[config.mk]
export PLATFORM = sky130hd
export DESIGN_NAME = spawn_scheduler
export DESIGN_NICKNAME = d
export VERILOG_FILES = /design/src/rtl/spawn_scheduler.sv
export SDC_FILE = /design/constraint.sdc
export NUM_CORES = 1
export LEC_CHECK = 0
export CORE_ASPECT_RATIO = 0.9
export CORE_MARGIN = 8
export CORE_UTILIZATION = 50
export CTS_BUF_LIST = sky130_fd_sc_hd__clkbuf_4 sky130_fd_sc_hd__clkbuf_8
export DETAILED_ROUTE_END_ITERATION = 16
export HOLD_SLACK_MARGIN = 0.15
export PLACE_DENSITY = 0.75
export SYNTH_ARGS = -nofsm -noshare
export SYNTH_HDL_FRONTEND = slang
export SYNTH_SLANG_ARGS = --single-unit
[constraint.sdc]
create_clock -name clk -period 3.03 [get_ports clk]
set_input_delay 0.606 -clock clk [delete_from_list [all_inputs] [get_ports clk]]
set_output_delay 0.606 -clock clk [all_outputs]
set_load 0.02 [all_outputs]
[src/rtl/spawn_scheduler.sv]
// spawn_scheduler: turns edges of the asynchronous spawn clock into lane requests (LFSR + no-triple-repeat)
// and buffers them in a first-word-fall-through FIFO. Define SPAWN_BOTH_EDGES_EN to spawn on both edges.
module spawn_scheduler #(
  parameter int unsigned FIFO_DEPTH = 4,
  parameter logic [7:0]  LFSR_SEED  = 8'hA5,
  parameter int unsigned DROP_W     = 8
) (
  input  logic                          clk,
  input  logic                          rst_n,
  input  logic                          enable,
  input  logic                          clear,
  input  logic                          spawn_clk,
  input  logic                          obs_ready,
  output logic                          obs_valid,
  output logic [1:0]                    obs_lane,
  output logic [$clog2(FIFO_DEPTH):0]   fifo_count,
  output logic                          drop_pulse,
  output logic [DROP_W-1:0]             drop_cnt
);

  localparam int unsigned AW = $clog2(FIFO_DEPTH);
  localparam int unsigned CW = AW + 1;
  localparam logic [7:0]  SEED = (LFSR_SEED == 8'h00) ? 8'h01 : LFSR_SEED;

  logic          sync1, sync2, edge_q, spawn_evt;
  logic [7:0]    lfsr;
  logic [1:0]    mem [FIFO_DEPTH];
  logic [AW-1:0] wr_ptr, rd_ptr;
  logic [1:0]    hist0, hist1;
  logic [1:0]    hist_vld;
  logic          full, push, pop, drop;
  logic [1:0]    cand, lane_next;

  // Two synchronizer flops, one edge-detect flop, then a registered event pulse.
  always_ff @(posedge clk or negedge rst_n) begin
    if (!rst_n) begin
      sync1     <= 1'b0;
      sync2     <= 1'b0;
      edge_q    <= 1'b0;
      spawn_evt <= 1'b0;
    end else begin
      sync1  <= spawn_clk;
      sync2  <= sync1;
      edge_q <= sync2;
`ifdef SPAWN_BOTH_EDGES_EN
      spawn_evt <= sync2 ^ edge_q;
`else
      spawn_evt <= sync2 & ~edge_q;
`endif
    end
  end

  // Galois LFSR for x^8+x^6+x^5+x^4+1; free-running so lane choice depends on timing.
  always_ff @(posedge clk or negedge rst_n) begin
    if (!rst_n) lfsr <= SEED;
    else        lfsr <= {lfsr[6:0], 1'b0} ^ (lfsr[7] ? 8'h71 : 8'h00);
  end

  always_comb begin
    full      = (fifo_count == CW'(FIFO_DEPTH));
    pop       = obs_valid && obs_ready;
    push      = spawn_evt && enable && (!full || pop);
    drop      = spawn_evt && enable && full && !pop;
    cand      = lfsr[1:0];
    lane_next = cand;
    if (hist_vld == 2'd2 && cand == hist0 && cand == hist1) lane_next = cand + 2'd1;
  end

  assign obs_valid = (fifo_count != '0);
  assign obs_lane  = mem[rd_ptr];

  always_ff @(posedge clk or negedge rst_n) begin
    if (!rst_n) begin
      for (int unsigned i = 0; i < FIFO_DEPTH; i++) mem[i] <= '0;
      wr_ptr     <= '0;
      rd_ptr     <= '0;
      fifo_count <= '0;
      hist0      <= '0;
      hist1      <= '0;
      hist_vld   <= '0;
      drop_pulse <= 1'b0;
      drop_cnt   <= '0;
    end else if (clear) begin
      wr_ptr     <= '0;
      rd_ptr     <= '0;
      fifo_count <= '0;
      hist_vld   <= '0;
      drop_pulse <= 1'b0;
      drop_cnt   <= '0;
    end else begin
      if (push) begin
        mem[wr_ptr] <= lane_next;
        wr_ptr      <= wr_ptr + AW'(1);
        hist1       <= hist0;
        hist0       <= lane_next;
        if (hist_vld != 2'd2) hist_vld <= hist_vld + 2'd1;
      end
      if (pop) rd_ptr <= rd_ptr + AW'(1);
      case ({push, pop})
        2'b10:   fifo_count <= fifo_count + CW'(1);
        2'b01:   fifo_count <= fifo_count - CW'(1);
        default: fifo_count <= fifo_count;
      endcase
      drop_pulse <= drop;
      if (drop && drop_cnt != '1) drop_cnt <= drop_cnt + DROP_W'(1);
    end
  end

endmodule

Yosys cells after proc, flatten, opt, wreduce, memory -nomap -nowiden
Index checks and enable logic that the tools add are counted.
{ "word_totals": {"ff_bits": 42, "wordCells": 81, "inputBits": 6} }
{ "op_classes": {"n_addsub": 7, "n_reduce_logical": 20, "bitwise": 6, "order_cmp": 3, "muxes": 20, "n_eq_ne": 8} }
{ "ops": {"columns": ["cell", "n"], "rows": [
  ["$mux 2", 11],
  ["$mux 8", 2],
  ["$logic_and 1x1->1", 9],
  ["$add 2x1->2 const B", 4],
  ["$add 8x1->8 const B", 1],
  ["$bwmux 8", 1],
  ["$ne 8x8->1 const B", 1],
  ["$reduce_bool 2->1", 4],
  ["$xor 8x7->8", 1],
  ["$mux 7", 1],
  ["$ge 3x3->1 const B", 2],
  ["$not 2->3", 2],
  ["$pmux 3 s2", 1],
  ["$reduce_bool 3->1", 2],
  ["$bmux 2 s2", 1],
  ["$demux 2 s2", 1],
  ["$eq 2x2->1", 2],
  ["$eq 2x2->1 const B", 2],
  ["$reduce_and 2->1", 2],
  ["$add 3x1->3 const B", 1],
  ["$eq 3x3->1 const B", 1],
  ["$lt 3x1->1 const B", 1],
  ["$mux 3", 1],
  ["$sub 3x1->3 const B", 1],
  ["7 further kinds", 9]
]} }

Logic depth before layout (Yosys ltp)
{ "logic_depth": {"depth_word": 7, "ltp_mapped": 8} }

Least setup slack after synthesis
OpenSTA, ideal clock, no wires.
{ "synth_path": {"path_kind": "register to register", "startpoint": "reg fifo_count[0]", "endpoint": "reg fifo_count[1]", "path_slack_ns": 0.582, "synth_period_minus_slack_ns": 2.448, "stages_incl_launch_ff": 9, "arrival_time_ns": 2.344, "path_cell_list": "dfrtp_1 > or3_2 > nand2_1 > nor2_1 > fa_1 > inv_1 > a31oi_1 > o221ai_1 > a221oi_1"} }
{ "synth_via": {"elab_chain_len": 7} }
{ "synth_rtl": {"columns": ["item", "line_no", "source"], "rows": [
  ["start: declaration", "16", "output logic [$clog2(FIFO_DEPTH):0] fifo_count,"],
  ["start signal: assignment", "100", "2'b10: fifo_count <= fifo_count + CW'(1);"],
  ["start signal: assignment", "101", "2'b01: fifo_count <= fifo_count - CW'(1);"],
  ["start signal: assignment", "102", "default: fifo_count <= fifo_count;"],
  ["$reduce_bool 3->1 *", "69", "assign obs_valid = (fifo_count != '0);"],
  ["named net obs_valid", "14", "output logic obs_valid,"],
  ["$logic_and 1x1->1 *", "61", "pop = obs_valid && obs_ready;"],
  ["$logic_or 1x1->1", "62", "push = spawn_evt && enable && (!full || pop);"],
  ["$logic_and 1x1->1", "62", null],
  ["$eq 2x1->1 or $eq 2x2->1 (tied branches)", "99", "case ({push, pop})"],
  ["$pmux 3 s2", "99", null],
  ["$mux 3", "83", "end else if (clear) begin"]
]} }
The timed path passes the listed nets; every way through them passes the cells marked *.
A chain may end at the register's enable or synchronous reset.

Final worst setup path
{ "layout_path": {"startpoint": "reg fifo_count[0]", "endpoint": "out obs_valid"} }
{ "layout_via": {"elab_chain_len": 1} }
{ "layout_rtl": {"columns": ["item", "line_no"], "rows": [
  ["$reduce_bool 3->1", "69"],
  ["end: declaration", "14"]
]} }
No other way between the ends.

==> flow_metrics.env <==
export IMPL_run_status="finished, final reports clean"
export IMPL_final_common_cell="dfrtp_1"
export IMPL_synthesis_instances=176
export IMPL_cts_resized=0
export IMPL_dp_cells=239
export IMPL_cts_tree="yes"
export IMPL_antenna_diode_count=0
export IMPL_core_sq_um=3784
export IMPL_dp_hpwl_mm=2.802
export IMPL_cap_viol_max_count=0
export IMPL_drtIter0Drc=43
export IMPL_hold_viol_final=0
export IMPL_placement_rows=21
export IMPL_drt_total_wl_mm=3.867
export IMPL_critical_path_peak_fanout=10
export IMPL_ir_worst_vdd_v=0.0002402
export IMPL_period_share=0.8315
export IMPL_number_of_library_cell_types_mapped_by_synthesis=43
export IMPL_layout_core_utilization=0.6214
export IMPL_dpl_cell_area_sq_um=2242
export IMPL_firstDrtPassIters=4
export IMPL_layout_min_cycle_time_ps=2519
export IMPL_groute_layer_met3_usage=0.04245
export IMPL_grt_total_usage=0.1326
export IMPL_wl_per_cell_um=15.66
export IMPL_worst_setup_path_type="reg2out"
export IMPL_clock_latency_at_the_later_pin_of_the_worst_skew_pair_ps=290
export IMPL_ctsHoldBuffers=0
export IMPL_worst_slew_pin_slew_ps=906.6
export IMPL_grt_setup_unrepaired="no"
export IMPL_port_buffers=20
export IMPL_switching_share=0.2283
export IMPL_synth_async_reset_ratio=1.000
export IMPL_filler_cell_count=321
export IMPL_ys_ff_latch=42
export IMPL_clock_sinks=42
export IMPL_slew_headroom=0.3956
export IMPL_relative_contribution_of_combinational_cells_to_total_power=0.075
export IMPL_mostFrequentLayoutCells="dfrtp_1 (38), clkdlybuf4s50_1 (19), nor2_1 (15)"
export IMPL_setup_reg_to_reg_worst_slack_ps=580
export IMPL_vias=1403
export IMPL_worst_ep_required_time_ps=2420
export IMPL_power_internal_w=0.0008472
export IMPL_grt_antenna_before_repair=0
export IMPL_multiInputGateArea_sq_um=892.1
export IMPL_grt_first_pass_wirelength_mm=6.699
export IMPL_die_height_um=75.92
export IMPL_first_global_vias=1467
export IMPL_synth_top_flop_cell="dfrtp_1"
export IMPL_largest_net_degree_at_the_start_of_global_routing=43
export IMPL_finalClockSkew_ps=9.828
export IMPL_seq_power_share=0.532
export IMPL_fmaxAchievable_mhz=396.9
export IMPL_initial_core_util=0.5271
export IMPL_end_kind="primary output"
export IMPL_io_pin_count=21
export IMPL_pwr_dens_nw_per_um2=467.0
export IMPL_ys_warnings_count=0
export IMPL_drc_errors=0
export IMPL_viasPerCell=5.680
export IMPL_synth_fp_nets=189
export IMPL_share_of_synthesized_area_occupied_by_flip_flops_and_latches=0.5295
export IMPL_synth_edff_count=0
export IMPL_power_leakage_nw=1.017
export IMPL_drive_gt1_frac=0.1393
export IMPL_finish_cell_count_without_fillers=247
export IMPL_final_max_slew_violation_count=0
export IMPL_met1_use_gr=0.1718
export IMPL_cts_htree_levels=2
export IMPL_sequential_cell_area_sq_um=1056
export IMPL_global_route_total_overflow=0
export IMPL_dieWidth_um=82.58
export IMPL_cp_arrival_ps=1910
export IMPL_max_clock_path_buffers=2
export IMPL_global_route_usage_met2=0.2028
export IMPL_power_clock_fraction=0.392
export IMPL_clk_pin_slew_worst_paths_ps=80
export IMPL_clk_root_buffer_cell="clkbuf_8"
export IMPL_netlist_area_sq_um=1994
export IMPL_cts_setup_buffers=0
export IMPL_gp_congestion=0.7600
export IMPL_postLayoutCellArea_sq_um=2351
export IMPL_finalSetupTns_ps=0
export IMPL_synthesis_area_per_instance_sq_um=11.33
export IMPL_areaGrowthSynthToFinish_pct=17.88
export IMPL_antenna_violating_nets_post_route=0
export IMPL_timing_critical_path_from_type="flip-flop"
export IMPL_tritoncts_num_buffers=5
export IMPL_worstHoldPathType="reg2reg"
export IMPL_finalSetupViolCount=0
export IMPL_die_area_sq_um=6269
export IMPL_final_net_count=213
export IMPL_global_route_layer_with_the_greatest_usage="met2"
export IMPL_switching_power_w=0.0002507
## logic make-up after synthesis
logic type / count (synthesis) / share of synthesized area
and+or+nand+nor: 58 / 0.1499
xor gates and xnor gates: 12 / 0.05270
AOI/OAI and AO/OA: 35 / 0.1311
buffers and inverters: 12 / 0.02321
DFF: 42 / 0.5295
adders and majority gates: 7 / 0.04768
muxes: 10 / 0.06587
## per-stage QoR
stage	hold WS, ps	setup slack (ps)	total power [W]
after floorplan	310.4	582.3	0.0006402
after detailed placement	343.1	311.7	0.0006786
after CTS	364.5	508.5	0.001104
final	357.9	510.7	0.001098
after global routing	370.4	415.0	0.001139
after global placement	334.8	426.5	0.0006751
## cell type report
cell class / count / area share
inverters: 7 / 0.01118
repair buffers: 22 / 0.08941
well taps: 46 / 0.02448
clock inverters: 3 / 0.01703
multi-input cells: 122 / 0.3795
flip-flops and latches: 42 / 0.4492
clock buffers: 5 / 0.02927
## critical path: stages, from the launching register on
cell	delay (ps)
dfrtp_1	530
or3_2	540
clkdlybuf4s50_1	560
## metal layers
metal / up-vias / share of wire
li1: 676 / -
met1: 690 / 0.46
met2: 32 / 0.48
met3: 5 / 0.043
met4: 0 / 0.010
met5: - / 0
## registers in the layout, summed over array words and instances (netlist names), 2 cells and up
name / cells
rd_ptr: 2
fifo_count: 3
hist_vld: 2
hist0: 2
wr_ptr: 2
drop_cnt: 8
mem: 8
hist1: 2
lfsr: 8
## cell usage after synthesis, drive strengths merged, types with 3 or more instances
cell    number  share of area
a21oi        6          0.015
clkbuf       4         0.0075
dfrtp       38           0.48
dfstp        4          0.053
ha           6          0.038
inv          7          0.013
mux2         5          0.028
mux2i        3          0.015
nand2       14          0.026
nand3       10          0.025
nor2        15          0.028
nor3         4          0.010
o21ai        7          0.018
o31ai        6          0.023
or3          4          0.013
xnor2        4          0.018
xor2         8          0.035
## worst paths after layout
check                                          start                        end  depth (start not counted)
hold reg to reg                    lfsr[6]$_DFF_PN0_          lfsr[7]$_DFF_PN1_                          0
min in group asynchronous                      rst_n         mem[5]$_DFFE_PN0P_                          1
setup / recovery           fifo_count[0]$_DFFE_PN0P_                  obs_valid                          2
hold / removal                     lfsr[6]$_DFF_PN0_          lfsr[7]$_DFF_PN1_                          0
setup reg to reg           fifo_count[0]$_DFFE_PN0P_  fifo_count[1]$_DFFE_PN0P_                          8
max in group asynchronous                      rst_n       hist0[1]$_DFFE_PN0P_                          1
## power by group through the flow
| stage | clock, W | sequential [W] | combinational, W |
|---|---|---|---|
| after floorplan | 0 | 0.000594 | 0.0000461 |
| after global placement | 0 | 0.000594 | 0.0000808 |
| after detailed placement | 0 | 0.000595 | 0.0000833 |
| after CTS | 0.000435 | 0.000585 | 0.0000840 |
| after global routing | 0.000460 | 0.000586 | 0.0000929 |
| final | 0.000431 | 0.000585 | 0.0000828 |
Power figures use the tool's default switching activity.
